`config.mk`:
```
export PLATFORM = sky130hd
export DESIGN_NAME = pe_array_seq
export DESIGN_NICKNAME = d
export VERILOG_FILES = /design/src/rtl/pe_array_seq.sv
export SDC_FILE = /design/constraint.sdc
export NUM_CORES = 1
export LEC_CHECK = 0
export ABC_AREA = 1
export BUFFER_PORTS_ARGS = -buffer_cell sky130_fd_sc_hd__buf_4
export CAP_MARGIN = 20
export CORE_MARGIN = 2
export CORE_UTILIZATION = 45
export CTS_BUF_LIST = sky130_fd_sc_hd__clkbuf_4 sky130_fd_sc_hd__clkbuf_8
export DETAILED_ROUTE_END_ITERATION = 8
export PLACE_DENSITY = 0.67
export REMOVE_ABC_BUFFERS = 1
export SYNTH_ARGS = -nofsm -noshare
export SYNTH_HDL_FRONTEND = slang
export SYNTH_SLANG_ARGS = --single-unit
```
`constraint.sdc`:
```
create_clock -name clk -period 3.6 [get_ports clk]
set_clock_uncertainty 0.05 [all_clocks]
set_input_delay 0.72 -clock clk [delete_from_list [all_inputs] [get_ports clk]]
set_output_delay 0.72 -clock clk [all_outputs]
set_load 0.005 [all_outputs]
```
`src/rtl/pe_array_seq.sv`:
```
// pe_array_seq: sequencer for an N x N systolic array of multiply-accumulate
// processing elements. On start it clears the PE accumulators, streams skewed
// per-lane read enables and k-indices to the A-row / B-column operand buffers,
// waits for the array to drain, then pulses done together with a capture strobe.
//
// Optional feature: define PE_ARRAY_SEQ_ABORT_EN to add the abort/aborted
// ports, which cancel an operation in CLEAR, FEED or DRAIN.
module pe_array_seq #(
   parameter int N  = 4,
   parameter int KW = 8
) (
   input  logic              clk,
   input  logic              rst,
   input  logic              start,
   input  logic [KW-1:0]     k_len,
   output logic              busy,
   output logic              pe_clr,
   output logic [N-1:0]      lane_en,
   output logic [N*KW-1:0]   lane_idx,
   output logic              capture,
`ifdef PE_ARRAY_SEQ_ABORT_EN
   output logic              done,
   input  logic              abort,
   output logic              aborted
`else
   output logic              done
`endif
);

   // Counter is wide enough that K+N-2 never wraps for any KW-bit K and N <= 16.
   localparam int CW = KW + 5;
   localparam logic [CW-1:0] N_C = CW'(N);

   typedef enum logic [2:0] {
      S_IDLE,
      S_CLEAR,
      S_FEED,
      S_DRAIN,
      S_DONE
   } state_t;

   state_t              state_q, state_d;
   logic [CW-1:0]       cnt_q, cnt_d;
   logic [KW-1:0]       k_q, k_d;
   logic                busy_q, busy_d;
   logic                pe_clr_q, pe_clr_d;
   logic [N-1:0]        lane_en_q, lane_en_d;
   logic [N*KW-1:0]     lane_idx_q, lane_idx_d;
   logic                capture_q, capture_d;
   logic                done_q, done_d;
   logic                abort_hit;
   logic [CW-1:0]       feed_last;
   logic [CW-1:0]       rel_t;
`ifdef PE_ARRAY_SEQ_ABORT_EN
   logic                aborted_q, aborted_d;
`endif

   // Last feed step: lane N-1 consumes its final operand at t = K+N-2.
   assign feed_last = CW'(k_q) + N_C - CW'(2);

   // Next-state and next-output logic; outputs are derived from the next state
   // so that every output comes straight from a register.
   always_comb begin
      // NOTE: every variable gets a default first so no path leaves a latch.
      state_d    = state_q;
      cnt_d      = cnt_q;
      k_d        = k_q;
      lane_en_d  = '0;
      lane_idx_d = '0;
      rel_t      = '0;
`ifdef PE_ARRAY_SEQ_ABORT_EN
      abort_hit  = abort && (state_q inside {S_CLEAR, S_FEED, S_DRAIN});
`else
      abort_hit  = 1'b0;
`endif

      case (state_q)
         S_IDLE: begin
            if (start) begin
               state_d = S_CLEAR;
               k_d     = k_len;
               cnt_d   = '0;
            end
         end
         S_CLEAR: begin
            cnt_d   = '0;
            state_d = (k_q == '0) ? S_DONE : S_FEED;
         end
         S_FEED: begin
            if (cnt_q == feed_last) begin
               state_d = S_DRAIN;
               cnt_d   = '0;
            end else begin
               cnt_d = cnt_q + CW'(1);
            end
         end
         S_DRAIN: begin
            // N-1 cycles of operand propagation plus one final accumulate.
            if (cnt_q == N_C - CW'(1)) begin
               state_d = S_DONE;
               cnt_d   = '0;
            end else begin
               cnt_d = cnt_q + CW'(1);
            end
         end
         S_DONE: begin
            state_d = S_IDLE;
            cnt_d   = '0;
         end
         default: begin
            state_d = S_IDLE;
            cnt_d   = '0;
         end
      endcase

      if (abort_hit) begin
         state_d = S_IDLE;
         cnt_d   = '0;
      end

      // Skewed schedule: lane i is live for K steps starting at t = i.
      if (state_d == S_FEED) begin
         for (int i = 0; i < N; i++) begin
            rel_t = cnt_d - CW'(i);
            if ((cnt_d >= CW'(i)) && (rel_t < CW'(k_d))) begin
               lane_en_d[i]             = 1'b1;
               lane_idx_d[i*KW +: KW]   = rel_t[KW-1:0];
            end
         end
      end

      busy_d    = (state_d != S_IDLE);
      pe_clr_d  = (state_d == S_CLEAR) || abort_hit;
      capture_d = (state_d == S_DONE);
      done_d    = (state_d == S_DONE);
`ifdef PE_ARRAY_SEQ_ABORT_EN
      aborted_d = abort_hit;
`endif
   end

   // State, counter, latched K and all outputs, with synchronous reset.
   always_ff @(posedge clk) begin
      // NOTE: only a handful of control flops here, so all of them are reset;
      // sequential state always uses non-blocking assignment.
      if (rst) begin
         state_q    <= S_IDLE;
         cnt_q      <= '0;
         k_q        <= '0;
         busy_q     <= 1'b0;
         pe_clr_q   <= 1'b0;
         lane_en_q  <= '0;
         lane_idx_q <= '0;
         capture_q  <= 1'b0;
         done_q     <= 1'b0;
`ifdef PE_ARRAY_SEQ_ABORT_EN
         aborted_q  <= 1'b0;
`endif
      end else begin
         state_q    <= state_d;
         cnt_q      <= cnt_d;
         k_q        <= k_d;
         busy_q     <= busy_d;
         pe_clr_q   <= pe_clr_d;
         lane_en_q  <= lane_en_d;
         lane_idx_q <= lane_idx_d;
         capture_q  <= capture_d;
         done_q     <= done_d;
`ifdef PE_ARRAY_SEQ_ABORT_EN
         aborted_q  <= aborted_d;
`endif
      end
   end

   assign busy     = busy_q;
   assign pe_clr   = pe_clr_q;
   assign lane_en  = lane_en_q;
   assign lane_idx = lane_idx_q;
   assign capture  = capture_q;
   assign done     = done_q;
`ifdef PE_ARRAY_SEQ_ABORT_EN
   assign aborted  = aborted_q;
`endif

endmodule

```
==> results.tsv, run 1 <==
stage	metric	value	unit
run_status	status	finished with violations	
run_status	violations	negative setup slack	
logic_synthesis	ys_top_cells_by_count	nand2_1, nor2_1, inv_1	
logic_synthesis	dominantRegCellSynth	dfxtp_1	
logic_synthesis	synth_top_cell_area_share	0.2923	
power_and_ir_drop	p_int	1.442	mW
place	gp_congestion	0.9752	
timing	hold_viol_final	0	
die	coreArea	9284	µm²
die	die_y	101.9	µm
route	drc	0	
timing	finalSetupViolations	27	
clocking	cts_sinks	63	
worst_setup_path	cpLargestDelayFamily	simple AND/OR/NAND/NOR gates	
route	drtPass1Iterations	6	
hold_path	min_path_type	flop to flop	
job	maxCapViolCount	0	
layout	drive_gt1_frac	0.4224	
die	dieArea	10390	µm²
timing	whs	0.5450	ns
die	num_rows	35	
worst_setup_path	reg2regPathDepth	28	
logic_synthesis	yosys_warnings	0	
timing	final_max_slew_viol_count	0	
worst_setup_path	timing.rr.end	lane_idx[21]	
timing	min_period	3.911	ns
hold_path	min-delay-start	state_q[0]	
logic_synthesis	async_flop_share	0	
place	io_buffer_count	50	
worst_setup_path	crit_fanout	5	
logic_synthesis	ys_seq_area_frac	0.2923	
global_route	antenna_found_initial	0	
layout	instances_no_fill	922	
logic_synthesis	synth_seq_cells	63	
power_and_ir_drop	p_leak	3.334	nW
worst_setup_path	slowest_delay	0.37	ns
power_and_ir_drop	combPwrFrac	0.361	
power_and_ir_drop	seqPwrFrac	0.331	
clocking	path_clk_slew	0.08	ns
hold_path	min_to	done	
timing	fin_crit_sh	1.086	
timing	fin_ws	-0.3105	ns
global_route	grt_max_degree	27	
clocking	numCtsBuffers	9	
place	dp.final_hpwl	10500	µm
route	vias	4796	
power_and_ir_drop	p_sw_frac	0.3543	
route	routed_wl	15660	µm
power_and_ir_drop	power_frac_clock	0.309	
worst_setup_path	cp.required	3.83	ns
logic_synthesis	synth_edf_count	0	
global_route	overflow	0	
hold_path	hold_depth	2	
worst_setup_path	cp-start-kind	flop	
worst_setup_path	worstPathArrival	4.14	ns
die	io_pins	51	
timing	relSlewSlack	0.5751	
clocking	cts_hold_buf	0	
logic_synthesis	synth_most_common_cell	nand2_1	
worst_setup_path	cp_common_cell	nand2_1	
layout	syn_to_final_growth	51.35	%
global_route	grtUsageTotal	0.2760	
worst_setup_path	cp.buffers_inverters	6	
clocking	cts_tree	yes	
logic_synthesis	synthesis.area	4315	µm²
logic_synthesis	synth_area_leaders	dfxtp_1, nand2_1, ha_1	
logic_synthesis	yosys.area.top_type	dfxtp_1	
clocking	cts_buffer_depth	2	
worst_setup_path	critPathSlowestCell	dfxtp_2	
power_and_ir_drop	power.density	341.9	nW/µm²
global_route	grt_pass1_vias	4558	
route	avgRoutedWirePerCell	16.98	µm
worst_setup_path	worstSetupEndpointType	flop	
logic_synthesis	synth.distinct_cells	43	
die	dieWidth	101.9	µm
power_and_ir_drop	peakVddDrop	0.0002179	V
die	start_util	0.4648	
layout	fin_nets	836	
worst_setup_path	path_class	flop to flop	
place	dpl.cell_count	870	
global_route	grt_pass1_wl	21830	µm
route	via_per_inst	5.202	
timing	rsz0062_at_grt	true	
power_and_ir_drop	switchingPower	0.7911	mW
timing	clock.fmax	0.2557	GHz
logic_synthesis	syn_area_per_cell	7.074	µm²
route	drt_iter0_drc	299	
layout	insertedDiodeCount	0	
clocking	clk_latency	0.35	ns
clocking	cts_root_buffer	clkbuf_8	
timing	max_slew.worst_pin.slew	0.6353	ns
clocking	cts_max_level	3	
worst_setup_path	r2r-start	k_q[1]	
power_and_ir_drop	finalPower	2.233	mW
layout	nFillCells	739	
route	drtAntennaViolNets	0	
worst_setup_path	r2r_slack	-0.31	ns
logic_synthesis	syn_inst	610	
-- worst max path at each step --
| stage | from | to | slack [ns] | depth (start not counted) |
|---|---|---|---|---|
| final | k_q[1] | lane_idx[21] | -0.31 | 28 |
| after global routing | k_q[1] | lane_idx[21] | -0.63 | 28 |
| after CTS | k_q[1] | lane_idx[31] | -0.11 | 31 |
| after detailed placement | k_q[1] | lane_idx[27] | -0.25 | 28 |
| after global placement | k_q[4] | lane_idx[31] | -0.25 | 26 |
| after floorplan | cnt_q[0] | lane_idx[24] | -0.12 | 25 |
-- what timing repair did --
action                                  4_1_cts  5_1_grt
endpoints found under the setup margin       27       32
setup buffers                                18       16
cloned                                        1        2
gates resized for setup                      43       63
pin swaps                                    11       15
-- layout make-up --
cell class | count | area [µm²] | share of cell area
sequential | 63 | 1266 | 0.1939
tap | 129 | 161.4 | 0.02471
clock inverter | 5 | 63.81 | 0.009770
multi-input combinational | 453 | 3184 | 0.4875
clock buffer | 11 | 151.4 | 0.02318
inverter | 86 | 331.6 | 0.05077
timing repair buffer | 175 | 1373 | 0.2102
-- layout by cell type (no fill, tap or decap), types with 9 or more instances in the layout --
cell,n
nand2_4,11
nand3_1,29
clkbuf_8,11
nand2_2,18
nor2_1,72
xor2_1,17
nor2_2,27
buf_6,9
o21ai_0,9
nand2_1,125
nor2_4,9
inv_1,67
inv_2,15
ha_1,26
a21oi_1,11
nand4_1,14
dfxtp_1,59
buf_4,164
ha_4,9
-- through the flow --
| stage | utilization | setup TNS, ns | cell area (µm²) | worst slack (ns) |
|---|---|---|---|---|
| finish | 0.7035 | -7.106 | 6531 | -0.3105 |
| global route | 0.7035 | -15.03 | 6531 | -0.6313 |
| CTS | 0.6534 | -2.013 | 6066 | -0.1070 |
| detailed placement | 0.5929 | -4.608 | 5504 | -0.2497 |
| global placement | 0.5929 | -4.047 | 5504 | -0.2507 |
| floorplan | - | -1.652 | 4264 | -0.1213 |
-- kinds of logic after synthesis --
group	synth area share
DFF	0.2923
xor gates and xnor gates	0.05683
AOI/OAI and AO/OA	0.06118
and+or+nand+nor	0.3935
adders and majority gates	0.1073
buffers and inverters	0.08669
muxes	0.002320
-- power groups by stage --
stage	clock network (mW)	registers (mW)	logic [mW]
after floorplan	0	0.751	0.353
after global placement	0	0.750	0.618
after detailed placement	0	0.750	0.628
final	0.689	0.738	0.806
after CTS	0.692	0.738	0.690
after global routing	0.718	0.741	0.876
-- registers in the layout, indices dropped and copies added (netlist names) --
name	cells
lane_idx	32
done	1
busy	1
pe_clr	1
lane_en	4
state_q	3
cnt_q	13
k_q	8
-- per-layer routing --
| metal | share of wire | GRT usage | vias to the layer above | wire length, µm |
|---|---|---|---|---|
| met4 | 0.054 | 0.1467 | 0 | 845 |
| met1 | 0.40 | 0.3363 | 2215 | 6199 |
| met2 | 0.49 | 0.4671 | 223 | 7672 |
| li1 | - | - | 2292 | - |
| met3 | 0.060 | 0.04514 | 66 | 940 |
| met5 | 0 | 0 | - | 0 |
-- tightest hold or removal path, delay by kind of cell (launching register included) --
| family | cells | cell delay, ns |
|---|---|---|
| and+or+nand+nor | 1 | 0.13 |
| AOI/OAI and AO/OA | 1 | 0.07 |
| DFF | 1 | 0.36 |
(Power assumes the default switching activity.)
==> run 2, diff against run 1 <==
- PLACE_DENSITY: 0.67 -> 0.63
==> results.tsv, run 2 (synthesized netlist as in run 1, its figures left out) <==
stage	metric	value	unit	change
route	drtPass1Iterations	5		-1
power_and_ir_drop	switchingPower	0.8248	mW	+4.3%
clocking	cts_max_level	3		unchanged
timing	finalSetupViolations	27		unchanged
worst_setup_path	worstPathArrival	4.16	ns	+0.02 ns
timing	fin_ws	-0.3197	ns	-0.009208 ns
worst_setup_path	crit_start	k_q[1]		
clocking	cts_sinks	63		unchanged
power_and_ir_drop	power_frac_clock	0.325		+0.016
worst_setup_path	cp.required	3.84	ns	about the same
power_and_ir_drop	peakVddDrop	0.0002074	V	-4.8%
job	maxCapViolCount	0		unchanged
clocking	cts_buffer_depth	2		unchanged
layout	fin_util	0.7423		+0.03881
place	io_buffer_count	50		unchanged
layout	layout_commonest_cell	buf_4		
power_and_ir_drop	p_leak	3.508	nW	+5.2%
timing	clock.fmax	0.2551	GHz	-0.24%
timing	relSlewSlack	0.6467		+0.07168
worst_setup_path	cp-start-kind	flop		
timing	final_max_slew_viol_count	0		unchanged
hold_path	hold_depth	2		unchanged
clocking	path_clk_slew	0.08	ns	about the same
die	dieWidth	101.9	µm	unchanged
place	dpl.cell_count	876		+0.69%
hold_path	min-delay-start	state_q[0]		
route	via_per_inst	5.199		about the same
place	dp.final_hpwl	10240	µm	-2.4%
run_status	status	finished with violations		
worst_setup_path	slowest_delay	0.36	ns	about the same
route	drc	0		unchanged
layout	nFillCells	681		-7.8%
power_and_ir_drop	combPwrFrac	0.375		+0.014
global_route	grt_pass1_vias	4738		+3.9%
layout	insertedDiodeCount	0		unchanged
layout	syn_to_final_growth	59.70	%	
worst_setup_path	path_class	flop to flop		
clocking	cts_root_buffer	clkbuf_8		
global_route	grt_max_degree	27		unchanged
power_and_ir_drop	p_sw_frac	0.3352		-0.01910
layout	multi_input_area	3296	µm²	+3.5%
hold_path	min_to	done		
clocking	clk_latency	0.36	ns	about the same
run_status	violations	negative setup slack		
hold_path	min_path_type	flop to flop		
power_and_ir_drop	seqPwrFrac	0.300		-0.031
layout	fin_nets	863		+3.2%
clocking	cts_tree	yes		
die	dieArea	10390	µm²	unchanged
layout	largest_register_ffs	32		unchanged
die	io_pins	51		unchanged
timing	fin_crit_sh	1.089		+0.002558
die	num_rows	35		unchanged
worst_setup_path	cp_common_cell	nand2_1		
die	die_y	101.9	µm	unchanged
layout	instances_no_fill	949		+2.9%
worst_setup_path	crit_fanout	4		-1
layout	stdcell_area	6892	µm²	+5.5%
layout	final_cell_mix	buf_4, nand2_1, nor2_1, inv_1, dfxtp_1		
worst_setup_path	r2r-start	k_q[1]		
global_route	overflow	0		unchanged
global_route	grtUsageTotal	0.2894		+0.01334
timing	rsz0062_at_grt	true		
place	gp_congestion	0.9481		-2.8%
worst_setup_path	worstSetupEndpointType	flop		
route	drtAntennaViolNets	0		unchanged
route	routed_wl	16260	µm	+3.9%
clocking	cts_hold_buf	0		unchanged
clocking	numCtsBuffers	9		unchanged
global_route	antenna_found_initial	0		unchanged
route	avgRoutedWirePerCell	17.14	µm	+0.91%
worst_setup_path	critPathSlowestCell	dfxtp_2		
worst_setup_path	timing.rr.end	lane_idx[24]		
global_route	grt_pass1_wl	22970	µm	+5.2%
worst_setup_path	r2r_slack	-0.32	ns	about the same
power_and_ir_drop	power.density	357.1	nW/µm²	+4.4%
power_and_ir_drop	p_int	1.636	mW	+13%
route	drt_iter0_drc	384		+28%
layout	drive_gt1_frac	0.4622		+0.03975
route	vias	4934		+2.9%
timing	min_period	3.920	ns	+0.009208 ns
worst_setup_path	reg2regPathDepth	32		+14%
timing	hold_viol_final	0		unchanged
die	coreArea	9284	µm²	unchanged
layout	seqCellArea	1266	µm²	unchanged
die	start_util	0.4648		unchanged
place	place_area	5537	µm²	+0.59%
timing	max_slew.worst_pin.slew	0.5281	ns	-0.1071 ns
run 2: cell types whose count changed in the layout (fill, tap and decap cells not counted), moves of 6 or more:
cell	before	now
buf_4	164	185
xor2_2	4	13
buf_6	9	16
xor2_1	17	11
run 2: critical path, delay by kind of cell, from the launching register on:
| kind | cells | cell delay (ns) |
|---|---|---|
| compound gates | 3 | 0.58 |
| fa+ha+maj | 2 | 0.39 |
| buf+inv | 8 | 0.74 |
| simple gates | 18 | 1.51 |
| xor+xnor | 1 | 0.21 |
| flops | 1 | 0.36 |
run 2: worst max-delay path by stage:
stage / cells past startpoint / to
3_5_place_dp: 27 / lane_idx[14]
6_report: 32 / lane_idx[24]
5_1_grt: 31 / lane_idx[23]
4_1_cts: 30 / lane_idx[13]
3_3_place_gp: 27 / lane_idx[13]
2_1_floorplan: 25 / lane_idx[24]
run 2: metal layers:
metal,up-vias,wire length (µm),GRT usage
li1,2338,-,-
met4,0,804,0.1662
met1,2317,6611,0.3456
met2,210,7977,0.4914
met5,-,0,0
met3,69,869,0.04788
run 2: power by group through the flow:
stage | Sequential, mW | Combinational, mW | Clock [mW]
3_5_place_dp | 0.750 | 0.624 | 0
4_1_cts | 0.737 | 0.745 | 0.800
3_3_place_gp | 0.750 | 0.614 | 0
5_1_grt | 0.740 | 0.987 | 0.838
2_1_floorplan | 0.751 | 0.353 | 0
6_report | 0.738 | 0.924 | 0.800
run 2: through the flow:
stage / total power, mW / hold slack [ns] / worst slack, ns / TNS [ns]
after floorplan: 1.104 / 0.4744 / -0.1213 / -1.652
after global placement: 1.364 / 0.5730 / -0.3909 / -5.631
after detailed placement: 1.374 / 0.5558 / -0.3927 / -5.927
after CTS: 2.282 / 0.5641 / -0.2222 / -2.775
after global routing: 2.565 / 0.6046 / -0.5555 / -13.28
final: 2.461 / 0.5691 / -0.3197 / -6.844
run 2: cell type report:
cell class | instances | share of cell area
well taps | 129 | 0.02342
multi-input cells | 453 | 0.4782
repair buffers | 202 | 0.2306
inverters | 86 | 0.04793
clock buffers | 11 | 0.02106
clock inverters | 5 | 0.01507
flip-flops and latches | 63 | 0.1837
run 2: timing repair:
action | 4_1_cts | 5_1_grt
gates cloned | 2 | 1
setup endpoints to repair | 27 | 35
buffers inserted | 32 | 23
gates resized for setup | 74 | 60
pin swaps | 46 | 60
